==> src/rtl/exmem_memwb_fwd_unit_pkg.sv <==
// Shared encodings and pipeline-entry layout for the EX/MEM + MEM/WB forwarding slice.
package exmem_memwb_fwd_unit_pkg;

  localparam int PIPE_DATA_W = 32;
  localparam int PIPE_REG_AW = 5;

  localparam logic [1:0] FWD_SEL_RF    = 2'b00;
  localparam logic [1:0] FWD_SEL_EXMEM = 2'b01;
  localparam logic [1:0] FWD_SEL_MEMWB = 2'b10;

  localparam logic [PIPE_REG_AW-1:0] REG_ZERO = '0;

  // The data field holds the ALU result in EX/MEM and the write-back value in MEM/WB.
  typedef struct packed {
    logic                   valid;
    logic                   reg_write;
    logic                   mem_to_reg;
    logic [PIPE_REG_AW-1:0] rd;
    logic [PIPE_DATA_W-1:0] data;
  } pipe_entry_t;

endpackage

==> src/rtl/exmem_memwb_fwd_unit_fwd_sel.sv <==
// Operand forwarding select: purely combinational, EX/MEM beats MEM/WB, never emits 2'b11.
module fwd_sel_logic
  import exmem_memwb_fwd_unit_pkg::*;
#(
  parameter int REG_AW = PIPE_REG_AW
) (
  input  logic              i_exmem_valid,
  input  logic              i_exmem_reg_write,
  input  logic              i_exmem_mem_to_reg,
  input  logic [REG_AW-1:0] i_exmem_rd,
  input  logic              i_memwb_valid,
  input  logic              i_memwb_reg_write,
  input  logic [REG_AW-1:0] i_memwb_rd,
  input  logic [REG_AW-1:0] i_src,
  output logic [1:0]        o_sel
);

  logic w_exmem_hit;
  logic w_memwb_hit;

  // A load in EX/MEM has no data yet; the stall logic guarantees it is picked up from MEM/WB.
  assign w_exmem_hit = i_exmem_valid & i_exmem_reg_write & ~i_exmem_mem_to_reg &
                       (i_exmem_rd != '0) & (i_exmem_rd == i_src);
  assign w_memwb_hit = i_memwb_valid & i_memwb_reg_write &
                       (i_memwb_rd != '0) & (i_memwb_rd == i_src);

  always_comb begin
    o_sel = FWD_SEL_RF;
    if (w_exmem_hit) begin
      o_sel = FWD_SEL_EXMEM;
    end else if (w_memwb_hit) begin
      o_sel = FWD_SEL_MEMWB;
    end
  end

endmodule

==> src/rtl/exmem_memwb_fwd_unit.sv <==
// EX/MEM + MEM/WB registers, operand forwarding selects and load-use detect; 1/2-cycle result latency.
// hold freezes both stages (beats flush_exmem); FWD_PERF_CNT_EN adds forwarding/stall counters.
module exmem_memwb_fwd_unit
  import exmem_memwb_fwd_unit_pkg::*;
#(
  parameter int DATA_W = PIPE_DATA_W,
  parameter int REG_AW = PIPE_REG_AW
) (
  input  logic              clk,
  input  logic              reset_n,
  input  logic              hold,
  input  logic              flush_exmem,
  input  logic              ex_valid,
  input  logic [REG_AW-1:0] ex_rd,
  input  logic              ex_reg_write,
  input  logic              ex_mem_to_reg,
  input  logic [DATA_W-1:0] ex_alu_result,
  input  logic [DATA_W-1:0] mem_read_data,
  input  logic [REG_AW-1:0] idex_rs,
  input  logic [REG_AW-1:0] idex_rt,
  input  logic [REG_AW-1:0] id_rs,
  input  logic [REG_AW-1:0] id_rt,
  output logic [1:0]        forwarding_sel_a,
  output logic [1:0]        forwarding_sel_b,
  output logic [DATA_W-1:0] ALU_Result_out,
  output logic [DATA_W-1:0] MemToReg_Res_out,
  output logic [REG_AW-1:0] wb_rd,
  output logic              wb_reg_write,
  output logic              load_use_hazard
`ifdef FWD_PERF_CNT_EN
  ,
  output logic [31:0]       fwd_cnt,
  output logic [31:0]       lu_stall_cnt
`endif
);

  pipe_entry_t r_exmem;
  pipe_entry_t r_memwb;

  always_ff @(posedge clk or negedge reset_n) begin
    if (!reset_n) begin
      r_exmem <= '0;
      r_memwb <= '0;
    end else if (!hold) begin
      r_exmem.valid      <= ex_valid & ~flush_exmem;
      r_exmem.reg_write  <= ex_reg_write;
      r_exmem.mem_to_reg <= ex_mem_to_reg;
      r_exmem.rd         <= ex_rd;
      r_exmem.data       <= ex_alu_result;

      r_memwb.valid      <= r_exmem.valid;
      r_memwb.reg_write  <= r_exmem.reg_write;
      r_memwb.mem_to_reg <= r_exmem.mem_to_reg;
      r_memwb.rd         <= r_exmem.rd;
      r_memwb.data       <= r_exmem.mem_to_reg ? mem_read_data : r_exmem.data;
    end
  end

  fwd_sel_logic #(.REG_AW(REG_AW)) u_fwd_sel_a (
    .i_exmem_valid      (r_exmem.valid),
    .i_exmem_reg_write  (r_exmem.reg_write),
    .i_exmem_mem_to_reg (r_exmem.mem_to_reg),
    .i_exmem_rd         (r_exmem.rd),
    .i_memwb_valid      (r_memwb.valid),
    .i_memwb_reg_write  (r_memwb.reg_write),
    .i_memwb_rd         (r_memwb.rd),
    .i_src              (idex_rs),
    .o_sel              (forwarding_sel_a)
  );

  fwd_sel_logic #(.REG_AW(REG_AW)) u_fwd_sel_b (
    .i_exmem_valid      (r_exmem.valid),
    .i_exmem_reg_write  (r_exmem.reg_write),
    .i_exmem_mem_to_reg (r_exmem.mem_to_reg),
    .i_exmem_rd         (r_exmem.rd),
    .i_memwb_valid      (r_memwb.valid),
    .i_memwb_reg_write  (r_memwb.reg_write),
    .i_memwb_rd         (r_memwb.rd),
    .i_src              (idex_rt),
    .o_sel              (forwarding_sel_b)
  );

  assign ALU_Result_out   = r_exmem.data;
  assign MemToReg_Res_out = r_memwb.data;
  assign wb_rd            = r_memwb.rd;
  assign wb_reg_write     = r_memwb.valid & r_memwb.reg_write & (r_memwb.rd != '0);

  // Gated by reset_n so the stall request is quiet while the pipeline is being cleared.
  assign load_use_hazard = reset_n & ex_valid & ex_mem_to_reg & (ex_rd != '0) &
                           ((ex_rd == id_rs) | (ex_rd == id_rt));

`ifdef FWD_PERF_CNT_EN
  logic [31:0] r_fwd_cnt;
  logic [31:0] r_lu_stall_cnt;
  logic [1:0]  w_fwd_inc;

  assign w_fwd_inc = {1'b0, |forwarding_sel_a} + {1'b0, |forwarding_sel_b};

  always_ff @(posedge clk or negedge reset_n) begin
    if (!reset_n) begin
      r_fwd_cnt      <= '0;
      r_lu_stall_cnt <= '0;
    end else if (!hold) begin
      r_fwd_cnt      <= r_fwd_cnt + {30'd0, w_fwd_inc};
      r_lu_stall_cnt <= r_lu_stall_cnt + {31'd0, load_use_hazard};
    end
  end

  assign fwd_cnt      = r_fwd_cnt;
  assign lu_stall_cnt = r_lu_stall_cnt;
`endif

endmodule

==> config.mk <==
export PLATFORM = sky130hd
export DESIGN_NAME = exmem_memwb_fwd_unit
export DESIGN_NICKNAME = d
export VERILOG_FILES = /design/src/rtl/exmem_memwb_fwd_unit_pkg.sv /design/src/rtl/exmem_memwb_fwd_unit_fwd_sel.sv /design/src/rtl/exmem_memwb_fwd_unit.sv
export SDC_FILE = /design/constraint.sdc
export NUM_CORES = 1
export LEC_CHECK = 0
export CORE_ASPECT_RATIO = 0.8
export CORE_UTILIZATION = 45
export DETAILED_ROUTE_END_ITERATION = 16
export PLACE_DENSITY = 0.82
export SYNTH_ARGS = -nofsm -noshare
export SYNTH_HDL_FRONTEND = slang
export SYNTH_SLANG_ARGS = --single-unit
==> constraint.sdc <==
create_clock -name clk -period 3.2 [get_ports clk]
set_clock_uncertainty 0.05 [all_clocks]
set_input_delay 0.48 -clock clk [delete_from_list [all_inputs] [get_ports clk]]
set_output_delay 0.48 -clock clk [all_outputs]
set_load 0.02 [all_outputs]
==> qor.csv <==
stage,metric,value,unit
drt,average vias per placed instance,4.98,
outcome,status,"complete, no violations",
floorplan,chip width,105,um
sta,Final Hold Viols,0,
sta,Final setup viols,0,
drt,Initial DRC Count,118,
setup_path,Setup crit end kind,output port,
global_routing,pin count of the biggest net entering global routing,62,
floorplan,die area,8910,sq um
clock_network,CTS Sinks,79,
pwr,power per cell area,481,nW/um^2
clock_network,H-tree depth,3,
setup_path,Critical Path AT,2.46,ns
finish,Fillers,617,
setup_path,FF-to-FF setup slack,1.76,ns
global_routing,number of global-route vias before repair,3029,
pwr,worst vdd ir,0.000254,V
finish,fin nets,556,
pwr,Final Power,2.69,mW
setup_path,Startpoint Class,flop,
logic_synthesis,Compound-Gate Fraction of Synth Area,0.0531,
setup_path,Crit Path Class,flop to output port,
floorplan,Initial Util,0.475,
clock_network,TritonCTS Buffers,9,
finish,post-route cell area,5590,sq um
floorplan,row count,29,
logic_synthesis,Mapped Nets,421,
clock_network,total setup buffers inserted after CTS,0,
logic_synthesis,number of synthesized flops with an enable pin,0,
clock_network,worst-case clock buffer depth,2,
finish,share of layout cells above drive strength 1,0.151,
logic_synthesis,area fraction of the dominant cell type after synthesis,0.515,
global_routing,gr usage total,0.208,
logic_synthesis,register area share after synthesis,0.515,
finish,diode count,0,
pwr,static leakage,2.34,nW
logic_synthesis,"top cells by area, synth","dfrtp_1, mux2_2, mux2i_1",
drt,final WL,9020,um
logic_synthesis,Syn. warnings,0,
placed_design,"Cell Area, Placed",5390,sq um
sta,worst relative slew slack,0.501,
clock_network,root buffer cell,clkbuf_8,
logic_synthesis,ys async rst share,1.00,
logic_synthesis,unique cell type count in the Yosys netlist,25,
logic_synthesis,Post-Syn Area per Cell,11.8,sq um
global_routing,antenna violations before repair,0,
sta,post-layout minimum cycle time,2.99,ns
sta,period utilization,0.933,
finish,"most common cell after layout, fill and taps aside",clkdlybuf4s50_1,
finish,most frequent cells in the layout,"clkdlybuf4s50_1, dfrtp_1, mux2_2, nand2_1, o21ai_0",
logic_synthesis,"FF+latch count, synth",79,
drt,first-pass detailed-route iteration total,4,
logic_synthesis,Synth Flop Type,dfrtp_1,
clock_network,CTS tree,done,
logic_synthesis,post-synthesis xor/xnor area fraction,0.0684,
logic_synthesis,Mapped Cells,325,
drt,antenna violation net count after detailed routing,0,
logic_synthesis,mux contribution to synthesized area,0.218,
logic_synthesis,largest family of logic cells by synthesized area,multiplexers,
sta,Min Hold Slack,0.438,ns
placed_design,Final Wtd Congestion,0.809,
global_routing,total gr overflow,0,
flow_run,max cap viols,0,
placed_design,dpl hpwl,6610,um
drt,DRC violations left,0,
logic_synthesis,Post-Syn Area,3840,sq um
sta,fmax,335,MHz
sta,Worst-Margin Slew,0.748,ns
logic_synthesis,Simple-Gate Fraction of Synth Area,0.0609,
placed_design,port buffer count,170,
setup_path,Critical Path RT,2.67,ns
logic_synthesis,largest area contributor in the netlist,dfrtp_1,
logic_synthesis,adder-cell share of the synthesized area,0,
clock_network,"Clk pin slew, worst setup/hold paths",0.08,ns
sta,RSZ-0062 raised after global routing,no,
drt,wire per inst,15.7,um
sta,Final Max Tran Viols,0,
drt,DR vias,2851,
floorplan,Die Ht,84.6,um
worst_hold_path,hold crit path type,flop to flop,
sta,setup TNS,0,ns
clock_network,clk_lat worst skew,0.33,ns
global_routing,global-route wire length before repair,14600,um
setup_path,Worst Path Max Fanout,5,
floorplan,core area,8090,sq um
finish,Area Overhead vs Synth,45.6,%
floorplan,# IOs,171,
state kept, by name (all words and copies together), names as in the netlist:
| signal | cells |
|---|---|
| ALU_Result_out | 32 |
| MemToReg_Res_out | 32 |
| r_exmem | 8 |
| wb_rd | 5 |
| r_memwb | 2 |
routing by layer:
layer,part of all wire,global-route usage
met1,0.43,0.260
met5,0,0
met3,0.074,0.0637
met2,0.48,0.349
met4,0.015,0.0589
critical path, stage by stage (launching register included):
cell,delay [ns]
dfrtp_1,0.44
or4_1,0.55
o2111ai_2,0.25
nor4_1,0.12
nor2_1,0.13
clkdlybuf4s50_1,0.63
cell usage after synthesis, types with 3 or more instances:
cell      count
buf_1         5
buf_2         4
buf_4        34
clkbuf_1      7
dfrtp_1      79
mux2_2       46
mux2i_1      32
nand2_1      33
nand3_1       4
nor3_1        3
o21ai_0      33
xnor2_1      15
xor2_1       15
timing repair:
item	4_1_cts	5_1_grt
resized for setup	0	1
hold endpoints to repair	20	0
hold buffers	1	0
endpoints found under the setup margin	0	1
worst paths after layout:
path	start	end	depth (start not counted)
min	MemToReg_Res_out[10]	MemToReg_Res_out[10]	2
max in group asynchronous	reset_n	r_exmem[37]	3
max	r_exmem[32]	forwarding_sel_b[1]	5
max reg2reg	r_exmem[37]	MemToReg_Res_out[20]	3
min in group asynchronous	reset_n	ALU_Result_out[14]	2
min reg2reg	MemToReg_Res_out[10]	MemToReg_Res_out[10]	2
area by class of cell:
cell class / count / area (sq um) / share of cell area
Clock inverter: 6 / 61.3 / 0.0110
Clock buffer: 10 / 128 / 0.0228
Tap cell: 108 / 135 / 0.0242
Sequential cell: 79 / 1980 / 0.354
Multi-Input combinational cell: 195 / 1540 / 0.275
Inverter: 1 / 3.75 / 0.000672
Timing Repair Buffer: 174 / 1740 / 0.312
power breakdown:
| group | leakage [nW] | total [mW] | switching (mW) | internal, mW |
|---|---|---|---|---|
| combinational | 1.30 | 0.766 | 0.344 | 0.422 |
| clock | 0.0960 | 0.713 | 0.355 | 0.358 |
| sequential | 0.942 | 1.21 | 0.0941 | 1.12 |
| total | 2.34 | 2.69 | 0.793 | 1.90 |
per-stage QoR:
step | instances | setup slack, ns | util
global route | 573 | 0.146 | 0.691
detailed placement | 556 | 0.313 | 0.666
finish | 573 | 0.215 | 0.691
CTS | 573 | 0.0710 | 0.690
floorplan | 325 | 0.929 | -
global placement | 556 | 0.402 | 0.666
logic make-up (layout without fill, tap and decap cells):
group,after synthesis,after routing
AOI/OAI and AO/OA,37,37
xor gates and xnor gates,30,30
buffers and inverters,51,191
DFF,79,79
muxes,78,78
and+or+nand+nor,50,50
(Power assumes the default switching activity.)
